`src/rtl/i2s_receiver_pkg.sv`:
```
// Shared constants for the I2S receive path.
`timescale 1ns / 1ps
package i2s_receiver_pkg;

   localparam int unsigned SAMPLE_WIDTH = 24;
   localparam int unsigned SyncDepth    = 2;

   // Counter must hold 0..width+1 so overlong words saturate instead of wrapping.
   function automatic int unsigned bitcnt_width(input int unsigned width);
      return $clog2(width + 2);
   endfunction

endpackage

```
`src/rtl/i2s_receiver_sync_edge_detect.sv`:
```
// Multi-flop synchronizer for the I2S pins plus a rising-edge detector on the bit clock.
`timescale 1ns / 1ps
module sync_edge_detect #(
   parameter int unsigned Depth     = 2,
   parameter int unsigned DataWidth = 2
) (
   input  logic                 clk,
   input  logic                 rstn,
   input  logic                 sclk_i,
   input  logic [DataWidth-1:0] data_i,
   output logic                 rise_o,
   output logic [DataWidth-1:0] data_o
);

   localparam int unsigned ChainW = DataWidth + 1;

   // Bit 0 carries sclk; data shares the same depth so all pins stay aligned.
   logic [Depth-1:0][ChainW-1:0] sync_d, sync_q;
   logic                         sclk_prev_d, sclk_prev_q;

   always_comb begin
      sync_d    = sync_q;
      sync_d[0] = {data_i, sclk_i};
      for (int i = 1; i < int'(Depth); i++) begin
         sync_d[i] = sync_q[i-1];
      end
      sclk_prev_d = sync_q[Depth-1][0];
   end

   always_ff @(posedge clk or negedge rstn) begin
      if (!rstn) begin
         sync_q      <= '0;
         sclk_prev_q <= 1'b0;
      end else begin
         sync_q      <= sync_d;
         sclk_prev_q <= sclk_prev_d;
      end
   end

   assign rise_o = sync_q[Depth-1][0] & ~sclk_prev_q;
   assign data_o = sync_q[Depth-1][ChainW-1:1];

endmodule

```
`src/rtl/i2s_receiver.sv`:
```
// I2S receiver: oversamples sclk/lrclk/sd with clk, checks word lengths and emits L/R pairs.
`timescale 1ns / 1ps
module i2s_receiver
   import i2s_receiver_pkg::*;
#(
   parameter int unsigned WIDTH = SAMPLE_WIDTH
) (
   input  logic                    clk,
   input  logic                    rstn,
   input  logic                    enable,
   input  logic                    sclk,
   input  logic                    lrclk,
   input  logic                    sd,
   output logic signed [WIDTH-1:0] left_data,
   output logic signed [WIDTH-1:0] right_data,
   output logic                    valid,
   output logic                    frame_err
);

   typedef enum logic [1:0] {StSync, StLeft, StRight} state_e;

   localparam int unsigned     CntW    = bitcnt_width(WIDTH);
   localparam logic [CntW-1:0] CntSat  = CntW'(WIDTH + 1);
   localparam logic [CntW-1:0] CntGood = CntW'(WIDTH);

   logic       rise;
   logic       lr;
   logic       sd_s;
   logic [1:0] pins_s;

   sync_edge_detect #(
      .Depth    (SyncDepth),
      .DataWidth(2)
   ) u_sync (
      .clk   (clk),
      .rstn  (rstn),
      .sclk_i(sclk),
      .data_i({lrclk, sd}),
      .rise_o(rise),
      .data_o(pins_s)
   );

   assign lr   = pins_s[1];
   assign sd_s = pins_s[0];

   state_e           state_d, state_q;
   logic [CntW-1:0]  bitcnt_d, bitcnt_q, word_len;
   logic [WIDTH-1:0] shreg_d, shreg_q, word;
   logic [WIDTH-1:0] left_hold_d, left_hold_q;
   logic [WIDTH-1:0] left_data_d, left_data_q, right_data_d, right_data_q;
   logic             lr_prev_d, lr_prev_q;
   logic             have_left_d, have_left_q;
   logic             valid_d, valid_q, frame_err_d, frame_err_q;
   logic             boundary, good;

   always_comb begin
      state_d      = state_q;
      bitcnt_d     = bitcnt_q;
      shreg_d      = shreg_q;
      lr_prev_d    = lr_prev_q;
      have_left_d  = have_left_q;
      left_hold_d  = left_hold_q;
      left_data_d  = left_data_q;
      right_data_d = right_data_q;
      valid_d      = 1'b0;
      frame_err_d  = 1'b0;

      // word/word_len describe the word as it stands including the bit arriving on this rise.
      word     = {shreg_q[WIDTH-2:0], sd_s};
      word_len = (bitcnt_q == CntSat) ? CntSat : bitcnt_q + 1'b1;
      good     = (word_len == CntGood);
      boundary = rise & (lr != lr_prev_q);

      if (rise) begin
         shreg_d   = word;
         bitcnt_d  = boundary ? '0 : word_len;
         lr_prev_d = lr;
      end

      if (!enable) begin
         state_d     = StSync;
         have_left_d = 1'b0;
      end else if (boundary) begin
         unique case (state_q)
            StSync: begin
               state_d     = lr ? StRight : StLeft;
               have_left_d = 1'b0;
            end
            StLeft: begin
               state_d = StRight;
               if (good) begin
                  left_hold_d = word;
                  have_left_d = 1'b1;
               end else begin
                  frame_err_d = 1'b1;
                  have_left_d = 1'b0;
               end
            end
            StRight: begin
               state_d     = StLeft;
               have_left_d = 1'b0;
               if (!good) begin
                  frame_err_d = 1'b1;
               end else if (have_left_q) begin
                  left_data_d  = left_hold_q;
                  right_data_d = word;
                  valid_d      = 1'b1;
               end
            end
            default: state_d = StSync;
         endcase
      end
   end

   always_ff @(posedge clk or negedge rstn) begin
      if (!rstn) begin
         state_q      <= StSync;
         bitcnt_q     <= '0;
         shreg_q      <= '0;
         lr_prev_q    <= 1'b0;
         have_left_q  <= 1'b0;
         left_hold_q  <= '0;
         left_data_q  <= '0;
         right_data_q <= '0;
         valid_q      <= 1'b0;
         frame_err_q  <= 1'b0;
      end else begin
         state_q      <= state_d;
         bitcnt_q     <= bitcnt_d;
         shreg_q      <= shreg_d;
         lr_prev_q    <= lr_prev_d;
         have_left_q  <= have_left_d;
         left_hold_q  <= left_hold_d;
         left_data_q  <= left_data_d;
         right_data_q <= right_data_d;
         valid_q      <= valid_d;
         frame_err_q  <= frame_err_d;
      end
   end

   assign left_data  = left_data_q;
   assign right_data = right_data_q;
   assign valid      = valid_q;
   assign frame_err  = frame_err_q;

endmodule

```
`config.mk`:
```
export PLATFORM = sky130hd
export DESIGN_NAME = i2s_receiver
export DESIGN_NICKNAME = d
export VERILOG_FILES = /design/src/rtl/i2s_receiver_pkg.sv /design/src/rtl/i2s_receiver_sync_edge_detect.sv /design/src/rtl/i2s_receiver.sv
export SDC_FILE = /design/constraint.sdc
export NUM_CORES = 1
export LEC_CHECK = 0
export ABC_AREA = 1
export CORE_MARGIN = 3
export CORE_UTILIZATION = 55
export DETAILED_ROUTE_END_ITERATION = 6
export PLACE_DENSITY = 0.78
export SYNTH_ARGS = -nofsm -noshare
export SYNTH_HDL_FRONTEND = slang
export SYNTH_HIERARCHICAL = 1
export SYNTH_SLANG_ARGS = --single-unit
```
`constraint.sdc`:
```
create_clock -name clk -period 2.1 [get_ports clk]
set_input_delay 0.21 -clock clk [delete_from_list [all_inputs] [get_ports clk]]
set_output_delay 0.21 -clock clk [all_outputs]
set_load 0.005 [all_outputs]
```
==> results.md <==
- Worst IR drop on VDD: around 0.63 mV
- Worst Setup Start Kind: flop
- Clock Latency Late Sink: 0.50 ns
- CTS Hold Bufs: 1
- Largest net degree at the start of global routing: 56
- Outcome: completed
- CP max-delay cell: dfrtp_1
- Hold crit path type: in2reg
- Dpl hpwl: between 6000 and 7000 um
- Fmax: between 500 and 600 MHz
- Crit path cell chain: ha_1, nand2_1, inv_2, nand2_1, nand3_1, nor2_4, buf_4, nand4_1, nand2_1
- Max FO, Critical Path: 31
- Synthesized flop and latch total: 113
- Multi-input logic area: ~1600 um2
- Core region area: about 8000 um2
- Total track usage: between 20% and 30%
- Seq/Total Area, Yosys: approximately 60%
- Nets: between 500 and 600
- Clk sink count: 113
- Critical path startpoint: bitcnt_q[0]
- Top cell type's share of synthesized area: 61.1%
- Initial Util: between 50 and 60%
- P&R area growth vs syn: 28.4%
- Area after DPL: ~5300 um2
- Clock Skew: about 0.0077 ns
- Die width: ~98 um
- Register-to-Register Path Depth: 9
- Grt total ovfl: 0
- Met3 WL post-DR: around 740 um
- DR pass1 iterations: 5
- Unrepaired setup endpoints after global routing: false
- Worst slew pin tran: roughly 0.52 ns
- Crit path kind: reg2reg
- R2r startpoint: bitcnt_q[0]
- Max Buffers Root-to-Sink: 2
- DRC: 0
- Req. time, crit path: approximately 2.5 ns
- Most frequent cell after synthesis: nand2_1
- Vias: 3,776
- Crit path DAT: between 2 and 2.5 ns
- Critical path depth: 9
- Clock Root Buffer: clkbuf_8
- Synth warn: 6
- Filler cell count in the final layout: 540
- Post-CTS Setup Repair Bufs: 0
- H-tree levels: 4
- Routed length on met1: 4720 um
- Top cell family by delay on the critical path: simple AND/OR/NAND/NOR gates
- Fin crit share: approximately nine tenths
- Worst Setup EP: right_data[18]
- Register area: approximately 2800 um2
- First-pass GRT wire length: roughly 17,000 um
- Tmin final: between 1.5 and 2 ns
- RePlAce Congestion: ~0.88
- WL/cell: between 15 and 20 um
- Final wirelength: just over 10,000 um
- Most frequent CP cell: nand2_1
- Die ar.: 9550 um2
- Syn Inst Count: just under 500
- Cell Area, Synth: between 4000 and 5000 um2
- EDFF count, synth: 0
- Synth cell count leaders: 190 x nand2_1, 113 x dfrtp_1, 73 x nand4_1
- CTS tree: built
- Max Cap Violations: 0
- Io pins: 56
- Distinct cell type count after synthesis: 21
- Met2 Wirelength: between 4000 and 5000 um
- Vias per Instance: between 5 and 6
- # diodes: 0
- Worst Setup End Kind: flop
- PostCTS Resize Cnt: 0
- Cell area after layout: ~6000 um2
- Synthesized Nets: 508
- CP Buf/Inv Count: 2
- Slew Viols, Final: 0
- Highest routed layer: met4
- Initial antenna violation count: 0
- Final Hold Viols: 0
- Setup violations, final: 0
- Post-route ant nets: 0
- Setup_tns: 0 ns
- Layout cells sized above 1: 9.91%
- Drt initial violations: ~320
- R2R Setup Slk: approximately 0.18 ns
- R2R Path End: right_data[18]
- CTS buffer count: 17
- Chip Height: between 90 and 100 um
- Syn_area_per_cell: around 9.3 um2
- Slew HR: ~65%
- Top post-synthesis cells by area: dfrtp_1 61%, nand2_1 15%, nand4_1 9.9%, o21ai_0 3.5%, inv_1 1.9%
- Vias in the first global route: 3,564
- CTS clk-pin slew, worst paths: ~0.06 ns
- Post-synth ARST share: 100%
- Rows: 32
- Primary FF master, synth: dfrtp_1
- Cell taking the most area after synthesis: dfrtp_1
- Power per cell area: 936 nW/um2
- CP peak stage delay: approximately 0.44 ns
- IO Port Bufs: 55
- Static Leak: around 3.0 nW
through the flow:
step | hold WS, ns | std cells | utilization [%] | setup WS [ns] | power, mW
after floorplan | -0.0856 | 497 | - | 0.423 | 2.47
after global placement | 0.215 | 635 | 67.0 | 0.301 | 2.58
after detailed placement | 0.210 | 635 | 67.0 | 0.236 | 2.59
after CTS | 0.132 | 667 | 75.0 | 0.209 | 5.59
after global routing | 0.142 | 667 | 75.0 | 0.0796 | 5.74
final | 0.150 | 667 | 75.0 | 0.179 | 5.56
cells by family (layout without fill, tap and decap cells):
kind of cell | Yosys count | after routing | share of synthesized area, %
DFF | 113 | 113 | 61.1
adders and majority gates | 5 | 5 | 1.35
and+or+nand+nor | 280 | 280 | 27.3
buffers and inverters | 61 | 129 | 5.95
AOI/OAI and AO/OA | 37 | 37 | 4.11
xor gates and xnor gates | 1 | 1 | 0.189
area by class of cell:
type                            instances  share of cell area (%)
Sequential cell                       113                    47.6
Multi-Input combinational cell        323                    26.3
Timing Repair Buffer                   72                    11.8
Clock buffer                           20                    7.33
Clock inverter                         11                    3.14
Tap cell                              102                    2.15
Inverter                               26                    1.64
worst min path at each step:
stage / end / cells after the start / start
CTS: u_sync/sync_d[3] / 1 / sclk
finish: u_sync/sync_d[3] / 1 / sclk
global placement: left_data[9] / 1 / rstn
global route: u_sync/sync_d[5] / 1 / lrclk
floorplan: bitcnt_q[0] / 0 / rstn
detailed placement: left_data[9] / 1 / rstn
registers in the layout, indices dropped and copies added (netlist names), 2 cells and up:
name / count
left_data: 24
left_hold_q: 24
right_data: 24
shreg_q: 23
bitcnt_q: 5
u_sync/sync_d: 3
state_q: 2
u_sync/data_o: 2
metal layers:
layer / vias up / GRT usage [%]
li1: 1774 / -
met4: 0 / 8.09
met5: - / 0
met3: 13 / 5.79
met1: 1831 / 32.6
met2: 158 / 33.3
cells in the final DEF, fill, tap and decap left out:
cell             synthesis  routed
bufinv_16                0       5
clkinv_4                 0       1
nand3_1                  4       3
o21ai_1                  1       1
buf_12                   0       2
o22ai_1                  2       2
nor2_2                   2       2
dfrtp_1                113     113
clkbuf_8                 0       2
clkbuf_16                0      16
o21ai_0                 32      32
nand4_2                  1       1
a21oi_1                  1       1
a21o_1                   1       1
nand4_1                 73      73
buf_4                    6      15
ha_1                     5       5
clkbuf_1                15       2
nand3b_1                 3       3
nand2_1                190     190
nor2_1                   7       5
clkinvlp_4               0       1
inv_2                    3       3
nand3_2                  0       1
clkinv_2                 0       4
clkdlybuf4s50_1          0      54
inv_1                   23      23
nor2_4                   0       2
dlygate4sd3_1            0       1
xor2_4                   0       1
power by group:
| part | switching [mW] | leakage [nW] | internal (mW) |
|---|---|---|---|
| registers | 0.101 | 1.55 | 2.26 |
| logic | 0.139 | 1.16 | 0.0699 |
| clock network | 0.927 | 0.304 | 2.06 |
| total | 1.17 | 3.01 | 4.39 |
(Power assumes the default switching activity.)
